$ cat config.mk
export PLATFORM = sky130hd
export DESIGN_NAME = loop_txn_profiler
export DESIGN_NICKNAME = d
export VERILOG_FILES = /design/src/rtl/loop_prof_pkg.sv /design/src/rtl/prof_rec_fifo.sv /design/src/rtl/loop_txn_profiler.sv
export SDC_FILE = /design/constraint.sdc
export NUM_CORES = 1
export LEC_CHECK = 0
export CORE_ASPECT_RATIO = 0.75
export CORE_MARGIN = 3
export CORE_UTILIZATION = 60
export DETAILED_ROUTE_END_ITERATION = 7
export PLACE_DENSITY = 0.8
export SETUP_SLACK_MARGIN = 0.1
export SYNTH_ARGS = -nofsm -noshare
export SYNTH_HDL_FRONTEND = slang
export SYNTH_SLANG_ARGS = --single-unit
$ cat constraint.sdc
create_clock -name ap_clk -period 21.8 [get_ports ap_clk]
set_input_delay 4.36 -clock ap_clk [delete_from_list [all_inputs] [get_ports ap_clk]]
set_output_delay 4.36 -clock ap_clk [all_outputs]
set_load 0.005 [all_outputs]
$ cat src/rtl/loop_prof_pkg.sv
// Shared types and helpers for the loop transaction profiler.
//   prof_state_e : profiler FSM states (IDLE, RUN)
//   prof_rec_t   : one closed-invocation record, MSB first
//                  {txn_id, lat, it_start, it_end, stall, max_inflight, partial}
//   prof_acc_t   : running per-invocation accumulators
//   rec_w()      : packed record width for a given counter width
//   sat_inc()    : saturating +1 for counter-width values
//   acc_step()   : one cycle of accumulator update for a set of events
package loop_prof_pkg;

    localparam int PROF_CNT_W = 32;
    localparam int TXN_W      = 16;
    localparam int OCC_W      = 8;

    typedef enum logic {
        IDLE = 1'b0,
        RUN  = 1'b1
    } prof_state_e;

    typedef logic [PROF_CNT_W-1:0] cnt_t;

    typedef struct packed {
        logic [TXN_W-1:0] txn_id;
        cnt_t             lat;
        cnt_t             it_start;
        cnt_t             it_end;
        cnt_t             stall;
        logic [OCC_W-1:0] max_inflight;
        logic             partial;
    } prof_rec_t;

    typedef struct packed {
        cnt_t             lat;
        cnt_t             it_start;
        cnt_t             it_end;
        cnt_t             stall;
        cnt_t             inflight;
        logic [OCC_W-1:0] max_inflight;
    } prof_acc_t;

    function automatic int rec_w(input int cnt_w);
        return TXN_W + 4 * cnt_w + OCC_W + 1;
    endfunction

    function automatic cnt_t sat_inc(input cnt_t v);
        return (&v) ? v : v + 1'b1;
    endfunction

    // Applies one RUN cycle's events. Inflight is unchanged when both ends
    // fire and never drops below zero; the peak is taken after the update.
    function automatic prof_acc_t acc_step(input prof_acc_t a,
                                           input logic s_fire,
                                           input logic e_fire,
                                           input logic stall_ev);
        prof_acc_t        n;
        logic [OCC_W-1:0] occ;
        n     = a;
        n.lat = sat_inc(a.lat);
        if (s_fire)   n.it_start = sat_inc(a.it_start);
        if (e_fire)   n.it_end   = sat_inc(a.it_end);
        if (stall_ev) n.stall    = sat_inc(a.stall);
        if (s_fire && !e_fire)
            n.inflight = sat_inc(a.inflight);
        else if (e_fire && !s_fire && a.inflight != '0)
            n.inflight = a.inflight - 1'b1;
        occ = (|n.inflight[PROF_CNT_W-1:OCC_W]) ? '1 : n.inflight[OCC_W-1:0];
        if (occ > a.max_inflight) n.max_inflight = occ;
        return n;
    endfunction

endpackage

$ cat src/rtl/prof_rec_fifo.sv
// Synchronous record FIFO with registered storage.
//   clk, rst_n : clock, asynchronous active-low reset
//   push, din  : write request and record; accepted when not full, or when
//                full and a pop happens in the same cycle
//   pop        : read request; ignored while empty
//   dout       : head record (zero while empty)
//   full/empty : occupancy flags
module prof_rec_fifo
    import loop_prof_pkg::*;
#(
    parameter int DEPTH = 4
) (
    input  logic      clk,
    input  logic      rst_n,
    input  logic      push,
    input  prof_rec_t din,
    input  logic      pop,
    output prof_rec_t dout,
    output logic      full,
    output logic      empty
);

    localparam int AW = $clog2(DEPTH);

    prof_rec_t     mem [DEPTH];
    logic [AW-1:0] wr_ptr;
    logic [AW-1:0] rd_ptr;
    logic [AW:0]   count;
    logic          wr_en;
    logic          rd_en;

    assign full  = (count == (AW+1)'(DEPTH));
    assign empty = (count == '0);
    assign rd_en = pop & ~empty;
    // When full, the slot being popped is the one being written.
    assign wr_en = push & (~full | rd_en);
    assign dout  = empty ? '0 : mem[rd_ptr];

    // NOTE: storage is deliberately not reset; count gates dout, so stale
    // entries are never visible and the array maps onto plain RAM/flops.
    always_ff @(posedge clk) begin
        if (wr_en) mem[wr_ptr] <= din;
    end

    always_ff @(posedge clk or negedge rst_n) begin
        if (!rst_n) begin
            wr_ptr <= '0;
            rd_ptr <= '0;
            count  <= '0;
        end else begin
            if (wr_en) wr_ptr <= wr_ptr + 1'b1;
            if (rd_en) rd_ptr <= rd_ptr + 1'b1;
            case ({wr_en, rd_en})
                2'b10:   count <= count + 1'b1;
                2'b01:   count <= count - 1'b1;
                default: count <= count;
            endcase
        end
    end

endmodule

$ cat src/rtl/loop_txn_profiler.sv
// Per-invocation profiler for one pipelined HLS loop. Each invocation is
// condensed into one prof_rec_t and queued towards the monitor.
//   ap_clk, ap_rst_n         : clock, asynchronous active-low reset
//   cur_state                : loop FSM state (ap_CS_fsm)
//   iter_{start,end}_state   : states in which an iteration starts / ends
//   iter_{start,end}_block   : subdone block of the start / end stage
//   iter_{start,end}_enable  : ap_enable_reg of first / last pipeline iteration
//   loop_start, loop_done    : ap_start / ap_done_int of the loop module
//   finish                   : end-of-simulation request (closes a partial record)
//   rec_valid/ready/data     : record stream, valid/ready handshake
//   drop_cnt                 : records lost to a full FIFO (saturating)
//   err_underflow            : sticky, an iteration ended with nothing in flight
// CNT_W must equal PROF_CNT_W, which fixes the record layout.
module loop_txn_profiler
    import loop_prof_pkg::*;
#(
    parameter  int STATE_W    = 32,
    parameter  int CNT_W      = PROF_CNT_W,
    parameter  int FIFO_DEPTH = 4,
    localparam int REC_W      = rec_w(CNT_W)
) (
    input  logic               ap_clk,
    input  logic               ap_rst_n,
    input  logic [STATE_W-1:0] cur_state,
    input  logic [STATE_W-1:0] iter_start_state,
    input  logic [STATE_W-1:0] iter_end_state,
    input  logic               iter_start_block,
    input  logic               iter_end_block,
    input  logic               iter_start_enable,
    input  logic               iter_end_enable,
    input  logic               loop_start,
    input  logic               loop_done,
    input  logic               finish,
    output logic               rec_valid,
    input  logic               rec_ready,
    output logic [REC_W-1:0]   rec_data,
    output logic [15:0]        drop_cnt,
    output logic               err_underflow
);

    prof_state_e      state, state_nxt;
    prof_acc_t        acc, acc_nxt, acc_base, acc_upd, acc_fresh;
    prof_rec_t        rec_close, fifo_dout;
    logic [TXN_W-1:0] txn_id;
    logic             s_fire, e_fire, stall_ev;
    logic             run_eff, close, reopen, underflow;
    logic             fifo_full, fifo_empty, pop;

    assign s_fire   = (cur_state == iter_start_state) & iter_start_enable & ~iter_start_block;
    assign e_fire   = (cur_state == iter_end_state)   & iter_end_enable   & ~iter_end_block;
    assign stall_ev = (cur_state == iter_start_state) & iter_start_enable &  iter_start_block;

    // A start seen in IDLE makes this cycle latency cycle 1, so it behaves as
    // a RUN cycle; a start while already in RUN changes nothing here.
    assign run_eff = (state == RUN) | loop_start;
    assign close   = run_eff & (loop_done | finish);
    assign reopen  = close & loop_done & loop_start;

    // Entry from IDLE counts from zero; stale accumulators are never reused.
    assign acc_base  = (state == RUN) ? acc : '0;
    assign acc_upd   = acc_step(acc_base, s_fire, e_fire, stall_ev);
    assign acc_fresh = acc_step('0, s_fire, e_fire, stall_ev);
    assign underflow = run_eff & e_fire & ~s_fire & (acc_base.inflight == '0);

    assign rec_close = '{txn_id:       txn_id,
                         lat:          acc_upd.lat,
                         it_start:     acc_upd.it_start,
                         it_end:       acc_upd.it_end,
                         stall:        acc_upd.stall,
                         max_inflight: acc_upd.max_inflight,
                         partial:      finish & ~loop_done};

    // NOTE: defaults first so every path assigns both outputs; no latches.
    always_comb begin
        state_nxt = state;
        acc_nxt   = acc;
        if (close)        state_nxt = reopen ? RUN : IDLE;
        else if (run_eff) state_nxt = RUN;
        // Done+start: the closing record took acc_upd; the new invocation
        // starts from this cycle's events alone.
        if (reopen)       acc_nxt = acc_fresh;
        else if (run_eff) acc_nxt = acc_upd;
    end

    // NOTE: non-blocking assignments for all registered state so every
    // flop samples pre-edge values regardless of statement order.
    always_ff @(posedge ap_clk or negedge ap_rst_n) begin
        if (!ap_rst_n) state <= IDLE;
        else           state <= state_nxt;
    end

    always_ff @(posedge ap_clk or negedge ap_rst_n) begin
        if (!ap_rst_n) begin
            acc           <= '0;
            txn_id        <= '0;
            err_underflow <= 1'b0;
            drop_cnt      <= '0;
        end else begin
            acc <= acc_nxt;
            if (close)     txn_id        <= txn_id + 1'b1;
            if (underflow) err_underflow <= 1'b1;
            if (close && fifo_full && !pop && drop_cnt != 16'hFFFF)
                drop_cnt <= drop_cnt + 1'b1;
        end
    end

    assign rec_valid = ~fifo_empty;
    assign pop       = rec_valid & rec_ready;
    assign rec_data  = fifo_dout;

    prof_rec_fifo #(
        .DEPTH (FIFO_DEPTH)
    ) u_fifo (
        .clk   (ap_clk),
        .rst_n (ap_rst_n),
        .push  (close),
        .din   (rec_close),
        .pop   (pop),
        .dout  (fifo_dout),
        .full  (fifo_full),
        .empty (fifo_empty)
    );

endmodule

# Word-level counts from Yosys, hierarchy flattened

Memories as Yosys holds them, arrays and structs flattened.
Cells that the tools add are included.

Memories kept: 1
Register bits after elaboration: 209
Memory bits (writable): 612
Logic and storage cells: 108
Output and inout port bits: 171

Memory list:

| name       | words | width | rd ports | clocked after Yosys merged registers in | wr ports | line                | text |
|---|---|---|---|---|---|---|---|
| u_fifo.mem | 4     | 153   | 1        | 0                                       | 1        | prof_rec_fifo.sv:25 | `prof_rec_t mem [DEPTH];` |

Reductions and logical operators: 22
Add/sub/neg operators: 12
Magnitude comparators: 2
Eq/ne operators: 6
Multiplexer cells: 28
Bitwise operators: 24

Operator list:

| operator                  | count |
|---|---|
| $mux W168                 | 3 |
| $mux W32                  | 10 |
| $add A32 B1 Y32 const B   | 5 |
| $reduce_and A32 Y1        | 5 |
| $mux W153                 | 1 |
| $eq A32 B32 Y1            | 2 |
| $add A16 B1 Y16 const B   | 2 |
| $logic_not A32 Y1         | 1 |
| $mux W8                   | 4 |
| $reduce_bool A32 Y1       | 1 |
| $sub A32 B1 Y32 const B   | 1 |
| $reduce_or A24 Y1         | 1 |
| $reduce_or A24 Y1 const A | 1 |
| $ne A16 B16 Y1 const B    | 1 |
| $and A1 B1 Y1             | 15 |
| $mux W1                   | 9 |
| $gt A8 B1 Y1 const B      | 1 |
| $gt A8 B8 Y1              | 1 |
| $logic_and A1 B1 Y1       | 6 |
| $not A1 Y1                | 6 |
| $pmux W3 S2               | 1 |
| $reduce_bool A2 Y1        | 3 |
| $add A2 B1 Y2 const B     | 2 |
| $add A3 B1 Y3 const B     | 1 |
| 7 further kinds           | 11 |

# Longest topological paths before layout

Gate-level depths: netlist (run 1).

Depth after elaboration: 14
Gate-level depth with buffers: 34
Gate-level depth less buffers: 25

# Hierarchy

Synthesis (run 1) repeated with hierarchy kept, for this count alone.

Cells, all modules: 2,703
Area, all modules: 37,741.2 um2

Modules (own cells, without submodules):

| module            | cells each | area an instance (um2) | instances |
|---|---|---|---|
| prof_rec_fifo     | 1,008      | 23,623.9               | 1 |
| loop_txn_profiler | 1,695      | 14,117.3               | 1 |

# Worst setup path before layout (run 1)

No wires, ideal clock.

Path kind: input-to-reg
Start point: in iter_start_state[5]
End point: mem u_fifo.mem[0][8] (netlist name) (data pin)
Path buffers: 3
Data required time: 21,613 ps
Library setup time: 187 ps
Arrival: 9,319 ps
Slack: 12,294 ps
Cell stages on the path: 24
Cells stage by stage: xor2_1 a221o_1 nor4_4 nand4_1 nor3_1 nand4_1 mux2i_1 or4_1 or4_4 nor4_4 buf_4 nand2_1 ha_1 nor2b_1 o21a_1 o21ai_0 nand2b_1 a21oi_1 o21ai_0 o31a_1 clkbuf_1 clkbuf_1 a21oi_1 a31oi_1

RTL lines:

| what               | line                    | text |
|---|---|---|
| start: declaration | loop_txn_profiler.sv:25 | `input logic [STATE_W-1:0] iter_start_state,` |
| end: declaration   | prof_rec_fifo.sv:25     |  |

# Worst setup path in the final report (run 1)

Start point: in cur_state[1]
End point: reg acc[3] (netlist name)

Longest elaborated chain between the ends: 14
Elaborated cells between the ends (all ways): 23

RTL lines:

| what                        | line                    | text |
|---|---|---|
| start: declaration          | loop_txn_profiler.sv:24 | `input logic [STATE_W-1:0] cur_state,` |
| $eq A32 B32 Y1              | loop_txn_profiler.sv:49 | `assign s_fire = (cur_state == iter_start_state) & iter_start_enable & ~iter_start_block;` |
| $and A1 B1 Y1 (2 in series) | loop_txn_profiler.sv:49 |  |
| $logic_not A1 Y1            | --                      |  |
| $logic_and A1 B1 Y1         | --                      |  |
| $logic_and A1 B1 Y1         | loop_prof_pkg.sv:64     | `else if (e_fire && !s_fire && a.inflight != '0)` |
| $mux W32                    | loop_prof_pkg.sv:64     |  |
| $mux W32                    | loop_prof_pkg.sv:62     | `if (s_fire && !e_fire)` |
| $reduce_or A24 Y1           | loop_prof_pkg.sv:66     | `occ = (\|n.inflight[PROF_CNT_W-1:OCC_W]) ? '1 : n.inflight[OCC_W-1:0];` |
| $mux W8                     | loop_prof_pkg.sv:66     |  |
| $gt A8 B8 Y1                | loop_prof_pkg.sv:67     | `if (occ > a.max_inflight) n.max_inflight = occ;` |
| $mux W8                     | loop_prof_pkg.sv:67     |  |
| $mux W168                   | loop_txn_profiler.sv:82 | `else if (run_eff) acc_nxt = acc_upd;` |
| $mux W168 (*)               | loop_txn_profiler.sv:81 | `if (reopen) acc_nxt = acc_fresh;` |
| end signal: assignment      | loop_txn_profiler.sv:99 | `acc <= acc_nxt;` |
| end: declaration            | loop_txn_profiler.sv:42 | `prof_acc_t acc, acc_nxt, acc_base, acc_upd, acc_fresh;` |

Mark *: on every way between the ends. The rest lies on a longest branch, timed or not. The select of a mux whose other input is x is not followed.
A chain may end at the register's enable or synchronous reset.

==> results of run 1 <==
[registers in the layout, indices dropped and copies added, names as in the netlist]
signal / flops
acc: 168
drop_cnt: 16
err_underflow: 1
state: 1
txn_id: 16
u_fifo.count: 3
u_fifo.mem: 612
u_fifo.rd_ptr: 2
u_fifo.wr_ptr: 2
[cell type report]
| class | instances | area [µm²] |
|---|---|---|
| inverters | 36 | 135.1 |
| multi-input cells | 1714 | 13330 |
| flip-flops and latches | 821 | 23620 |
| fillers | 3885 | 17640 |
| clock buffers | 114 | 2228 |
| repair buffers | 308 | 3019 |
| well taps | 800 | 1001 |
| clock inverters | 27 | 315.3 |
[per-layer routing]
layer | wire length, µm | up-vias | track usage [%]
met4 | 2518 | 4 | 8.420
met3 | 9227 | 204 | 6.568
met5 | 25 | - | 0
met2 | 45020 | 1382 | 45.48
li1 | - | 10790 | -
met1 | 39990 | 12600 | 43.65
[how the worst max path moves through the flow]
stage | from | endpoint | slack (ns) | depth (start not counted)
after floorplan | iter_start_state[5] | u_fifo.mem[0][8]$_DFFE_PP_ | 12.29 | 24
after global placement | cur_state[1] | acc[5]$_DFFE_PN0P_ | 9.90 | 25
after detailed placement | cur_state[1] | acc[3]$_DFFE_PN0P_ | 9.76 | 25
after CTS | cur_state[1] | acc[3]$_DFFE_PN0P_ | 10.36 | 25
after global routing | cur_state[1] | acc[1]$_DFFE_PN0P_ | 9.86 | 25
final | cur_state[1] | acc[3]$_DFFE_PN0P_ | 10.31 | 25
[Yosys cell counts, drive strengths merged (11+ instances only)]
| cell | n | area [µm²] |
|---|---|---|
| nor3 | 48 | 245.2 |
| o21ai | 76 | 384.1 |
| or3 | 18 | 112.6 |
| mux4 | 153 | 3446 |
| and4 | 28 | 245.2 |
| ha | 19 | 237.7 |
| inv | 35 | 131.4 |
| nor2 | 158 | 600.6 |
| and3 | 43 | 269.0 |
| xor2 | 114 | 998.5 |
| a22o | 77 | 674.4 |
| nor4 | 44 | 330.3 |
| buf | 47 | 207.7 |
| mux2i | 11 | 110.1 |
| edfxtp | 612 | 18380 |
| nand3 | 87 | 435.4 |
| o22ai | 11 | 68.82 |
| and2 | 193 | 1207 |
| a31oi | 29 | 181.4 |
| clkbuf | 101 | 379.1 |
| xnor2 | 107 | 937.2 |
| nand4 | 55 | 362.9 |
| dfrtp | 209 | 5230 |
| a21oi | 54 | 270.3 |
| nand2 | 237 | 892.1 |
| o31ai | 20 | 150.1 |
[cells in the final DEF, fill, tap and decap left out, types with 9 or more instances in the layout]
master / instances
edfxtp_1: 612
clkdlybuf4s50_1: 275
nand2_1: 234
dfrtp_1: 206
and2_1: 189
nor2_1: 155
mux4_2: 153
xor2_1: 114
xnor2_1: 107
nand3_1: 87
clkbuf_16: 79
a22o_1: 77
o21ai_0: 66
a21oi_1: 54
nand4_1: 52
nor3_1: 46
and3_1: 43
nor4_1: 38
inv_1: 35
buf_4: 31
a31oi_1: 29
and4_1: 28
clkbuf_1: 23
o31ai_1: 20
ha_1: 19
or3_1: 17
clkbuf_8: 13
o22ai_1: 11
mux2i_1: 11
nor2b_1: 9
o21ai_1: 9
a211oi_1: 9
[metrics by stage]
step                setup WS, ns  util [%]  instances  area, µm²
floorplan                  12.29         -       2719      37630
global placement           9.897     67.07       3679      41110
detailed placement         9.763     67.07       3679      41110
CTS                        10.36     71.22       3820      43650
global route               9.858     71.22       3820      43650
finish                     10.31     71.22       3820      43650
[where the power goes]
part / internal [mW] / switching [mW]
registers: 2.01 / 0.126
clock network: 0.782 / 0.565
logic: 0.868 / 0.754
[logic make-up after synthesis]
family	count (synthesis)	share of synthesized area, %
AO/OA/AOI/OAI	343	6.401
XOR/XNOR	221	5.144
adder cells (fa/ha/maj)	20	0.6850
buffers and inverters	184	1.919
flip-flops	821	62.74
multiplexers	173	9.719
AND/OR/NAND/NOR	957	13.39
[critical path: cells and delay by family]
family / cells / cell delay, ns
compound gates: 8 / 1.47
xor+xnor: 2 / 0.46
fa+ha+maj: 1 / 0.31
buf+inv: 2 / 0.80
simple gates: 12 / 4.58
==> results.yml, run 1 <==
finish:
  drive_gt1_share_pct: 11.42
  diodes: 0
  nets: 3084
  syn2layout_area_growth_pct: 16.01
floorplanning:
  die_x_um: 295.2
  dieArea_um2: 65790
  boundaryPins: 277
  rows: 78
  die_y_um: 222.9
  core_area_um2: 61290
  initial_utilization_pct: 61.40
clock_tree:
  cts_max_path_buffers: 3
  cts_max_level: 3
  clk_pin_slew_ns: 0.06
  cts_tree: "yes"
  cts_buffers: 77
  root_buffer: "clkbuf_16"
  clk_latency_ns: 0.63
  cts_setup_buffers: 0
  holdBufCountCts: 0
  cts.sinks: 821
  cts.repair.resized: 0
worst_hold_path:
  holdPathEnd: "drop_cnt[11]$_DFFE_PN0P_"
  min_path_type: "reg -> reg"
  whs_path_depth: 1
  hold_start: "drop_cnt[11]$_DFFE_PN0P_"
critical_path:
  crit_slowest_cell: "nor4_1"
  setup.worst_path.end_class: "flop"
  arrival_ns: 12.02
  critPathLaunchType: "input pin"
  critPathMaxStageDelay_ns: 0.92
  criticalPathCategory: "in -> reg"
  reg2reg_depth: 25
  cp_max_fo: 24
  required_ns: 22.33
  r2r_slack_ns: 14.04
  reg2reg_from: "state$_DFFE_PN0P_"
  reg2reg_to: "acc[3]$_DFFE_PN0P_"
power_and_ir_drop:
  leakage_nw: 15.46
  p_total_mw: 5.100
  ir_drop_v: 0.00009031
  power.density_nw_per_um2: 116.8
job:
  drv_cap: 0
drt:
  vias: 24980
  routed_wl_mm: 96.78
  drc_errors: 0
  drt-initial-drc-count: 3109
  antenna_left: 0
  detail_route.first_pass.iterations: 8
  wire_per_inst_um: 25.33
  drt-vias-per-instance: 6.540
timing:
  finalSetupViolations: 0
  hold_violations: 0
  fin_tns_setup_ns: 0
  fin_skew_ns: 0.02787
  fmax_ghz: 0.08700
  relSlewSlack_pct: 21.41
  worst_slew_pin_slew_ns: 1.168
  period_needed_ns: 11.49
  period_share_pct: 52.73
  maxSlewViolCount: 0
  rsz0062_at_grt: "no"
  final.hold.worst_slack_ns: 0.4960
global_route:
  grt_pass1_vias: 25310
  grt_pass1_wl_mm: 150.0
  grt_usage_pct: 29.73
  grt_max_degree: 122
  grt.overflow.total: 0
  grt_antenna_before_repair: 2
yosys:
  synth.distinct_cells: 83
  synth_seq_area_share_pct: 62.74
  synth_ff_type: "edfxtp_1"
  synth_area_um2: 37630
  async_flop_share_pct: 25.46
  syn_inst: 2719
  ys_seq_elements: 821
  yosysWarnings: 0
  syn-num-nets: 2845
  synth_edf_count: 612
  syn_area_per_cell_um2: 13.84
place:
  numPortBuffers: 276
  place_congestion: 0.9023
  hpwl_mm: 61.15
status:
  outcome: "completed"
Power figures use the tool's default switching activity.
==> run 2, diff against run 1 <==
Settings changed: CORE_UTILIZATION 60 to 53, PLACE_DENSITY 0.8 to 0.75.
Clock period 21.8 ns to 9.36 ns, I/O delays scaled along.
==> run 2 against run 1 <==
First-iteration DRC count shrank 8.7%. Highest routed layer unchanged. Clock skew increased by 0.0051 ns. Flip-flop and latch count did not move. Die area up 13%. Clock power up 140%. Global-route usage is 4.0 points lower. Sequential share of layout area shrank 0.46 points. Setup slack worse by 8.6 ns. Routed wire length fell by 1.3%. Critical endpoint is now acc[6]$_DFFE_PN0P_. Power up 130%. Hold slack got worse by 0.0021 ns. Via count fell by 1.4%.
==> results.yml, run 2 (synthesis gave the netlist of run 1 again) <==
drt:
  vias: 24620
  detail_route.first_pass.iterations: 7
  routed_wl_mm: 95.50
  wire_per_inst_um: 24.05
  drt-vias-per-instance: 6.202
  drt-initial-drc-count: 2838
  antenna_left: 0
  drc_errors: 0
floorplanning:
  core_area_um2: 69370
  boundaryPins: 277
  die_y_um: 236.8
  dieArea_um2: 74260
  rows: 83
  initial_utilization_pct: 54.24
  die_x_um: 313.7
global_route:
  grt_antenna_before_repair: 2
  grt_max_degree: 135
  grt_pass1_vias: 24720
  grt_pass1_wl_mm: 147.0
  met3_usage_pct: 5.670
  grt.met1_usage_pct: 37.41
  grtUsageMet2_pct: 39.57
  grt-busiest-layer: "met2"
  grt_usage_pct: 25.69
  grt.overflow.total: 0
power_and_ir_drop:
  p_clk_share_pct: 26.8
  combPwrFrac_pct: 31.8
  swShare_pct: 28.76
  leakage_nw: 15.54
  seq_power_share_pct: 41.4
  intPower_mw: 8.517
  ir_drop_v: 0.0002462
  power.density_nw_per_um2: 271.5
  switching_power_mw: 3.438
place:
  place_congestion: 0.9001
  numPortBuffers: 276
  hpwl_mm: 60.10
clock_tree:
  cts_max_path_buffers: 3
  cts_setup_buffers: 0
  clk_latency_ns: 0.64
  cts.sinks: 821
  cts_buffers: 78
  root_buffer: "clkbuf_16"
  clk_pin_slew_ns: 0.06
  cts_tree: "yes"
  cts.repair.resized: 0
  holdBufCountCts: 0
  cts_max_level: 3
worst_hold_path:
  whs_path_depth: 1
  hold_start: "drop_cnt[9]$_DFFE_PN0P_"
  holdPathEnd: "drop_cnt[9]$_DFFE_PN0P_"
  min_path_type: "reg -> reg"
timing:
  maxSlewViolCount: 0
  relSlewSlack_pct: 20.82
  period_share_pct: 81.32
  worst_slew_pin_slew_ns: 1.179
  finalSetupViolations: 0
  hold_violations: 0
  fmax_ghz: 0.1314
  fin_tns_setup_ns: 0
  period_needed_ns: 7.612
  fin_skew_ns: 0.03292
  final.hold.worst_slack_ns: 0.4939
  rsz0062_at_grt: "no"
critical_path:
  criticalPathCategory: "in -> reg"
  cp.depth: 24
  r2r_slack_ns: 2.43
  crit_slowest_cell: "clkdlybuf4s50_1"
  critical_path_buf_inv_count: 2
  arrival_ns: 8.14
  crit_family: "simple AND/OR/NAND/NOR gates"
  reg2reg_from: "state$_DFFE_PN0P_"
  reg2reg_to: "acc[6]$_DFFE_PN0P_"
  required_ns: 9.89
  reg2reg_depth: 22
  critPathLaunchType: "input pin"
  setup.worst_path.end_class: "flop"
  cp_max_fo: 10
  crit_chain: "clkdlybuf4s50_1 > xnor2_1 > nand4_1 > nor4_1 > buf_4 > and4_1 > nand2_2 > o21ai_2 > xnor2_1 > or4_1 > or4_4 > nor4_4 > nand2_1 > ha_1 > nor2b_1 > o21a_1 > o21ai_0 > nand2b_1 > a21oi_1 > o21ai_0 > o31a_1 > o21ai_1 > a22oi_1 > o21ai_1"
  critPathMaxStageDelay_ns: 0.55
finish:
  final_util_pct: 63.46
  layout_common_cells: "edfxtp_1, clkdlybuf4s50_1, nand2_1"
  largest_reg_flops: 612
  diodes: 0
  final_common_cell: "edfxtp_1"
  top_register: "u_fifo.mem"
  reg.largest.list: "u_fifo.mem x612, acc x168"
  nets: 3095
  drive_gt1_share_pct: 11.93
  syn2layout_area_growth_pct: 16.99
job:
  drv_cap: 0
status:
  outcome: "completed"
## run 2: cell count changes in the layout (fill, tap and decap cells not counted), moves of 2 or more
cell / before / now
clkbuf_8: 13 / 7
clkinvlp_4: 1 / 6
buf_12: 1 / 5
clkinv_1: 8 / 13
clkbuf_1: 23 / 15
buf_4: 31 / 37
clkinv_4: 0 / 2
clkinv_2: 8 / 11
clkinv_16: 0 / 3
## run 2: power groups by stage
stage	sequential (mW)	combinational (mW)	clock, mW
floorplan	4.94	2.05	0
global placement	4.97	3.83	0
detailed placement	5.03	3.85	0
CTS	4.96	3.88	3.24
global route	5.01	4.09	3.39
finish	4.95	3.80	3.20
## run 2: how the worst max path moves through the flow
stage,slack [ns],to,startpoint
2_1_floorplan,2.23,u_fifo.mem[0][8]$_DFFE_PP_,state$_DFFE_PN0P_
3_3_place_gp,1.20,acc[0]$_DFFE_PN0P_,cur_state[2]
5_1_grt,1.31,acc[2]$_DFFE_PN0P_,cur_state[30]
4_1_cts,1.74,u_fifo.mem[0][6]$_DFFE_PP_,cur_state[2]
6_report,1.75,acc[6]$_DFFE_PN0P_,cur_state[20]
3_5_place_dp,1.11,u_fifo.mem[0][6]$_DFFE_PP_,cur_state[2]
## run 2: area by class of cell
class / instances / area [µm²]
clock inverters: 46 / 516.7
well taps: 935 / 1170
flip-flops and latches: 821 / 23620
clock buffers: 100 / 2105
fillers: 4984 / 25350
repair buffers: 318 / 3146
inverters: 36 / 135.1
multi-input cells: 1714 / 13330
## run 2: metrics by stage
stage	total power [mW]	cell area, µm²	worst slack (ns)	instances
after global routing	12.49	44020	1.312	3970
after CTS	12.08	44020	1.738	3970
after detailed placement	8.882	41400	1.106	3824
after floorplan	6.987	37630	2.229	2719
after global placement	8.798	41400	1.198	3824
final	11.95	44020	1.748	3970
## run 2: layer usage
metal	share of wire, %	wire length [µm]
met2	46	44260
met1	42	40100
met4	2.3	2199
met3	9.3	8922
met5	0.014	13
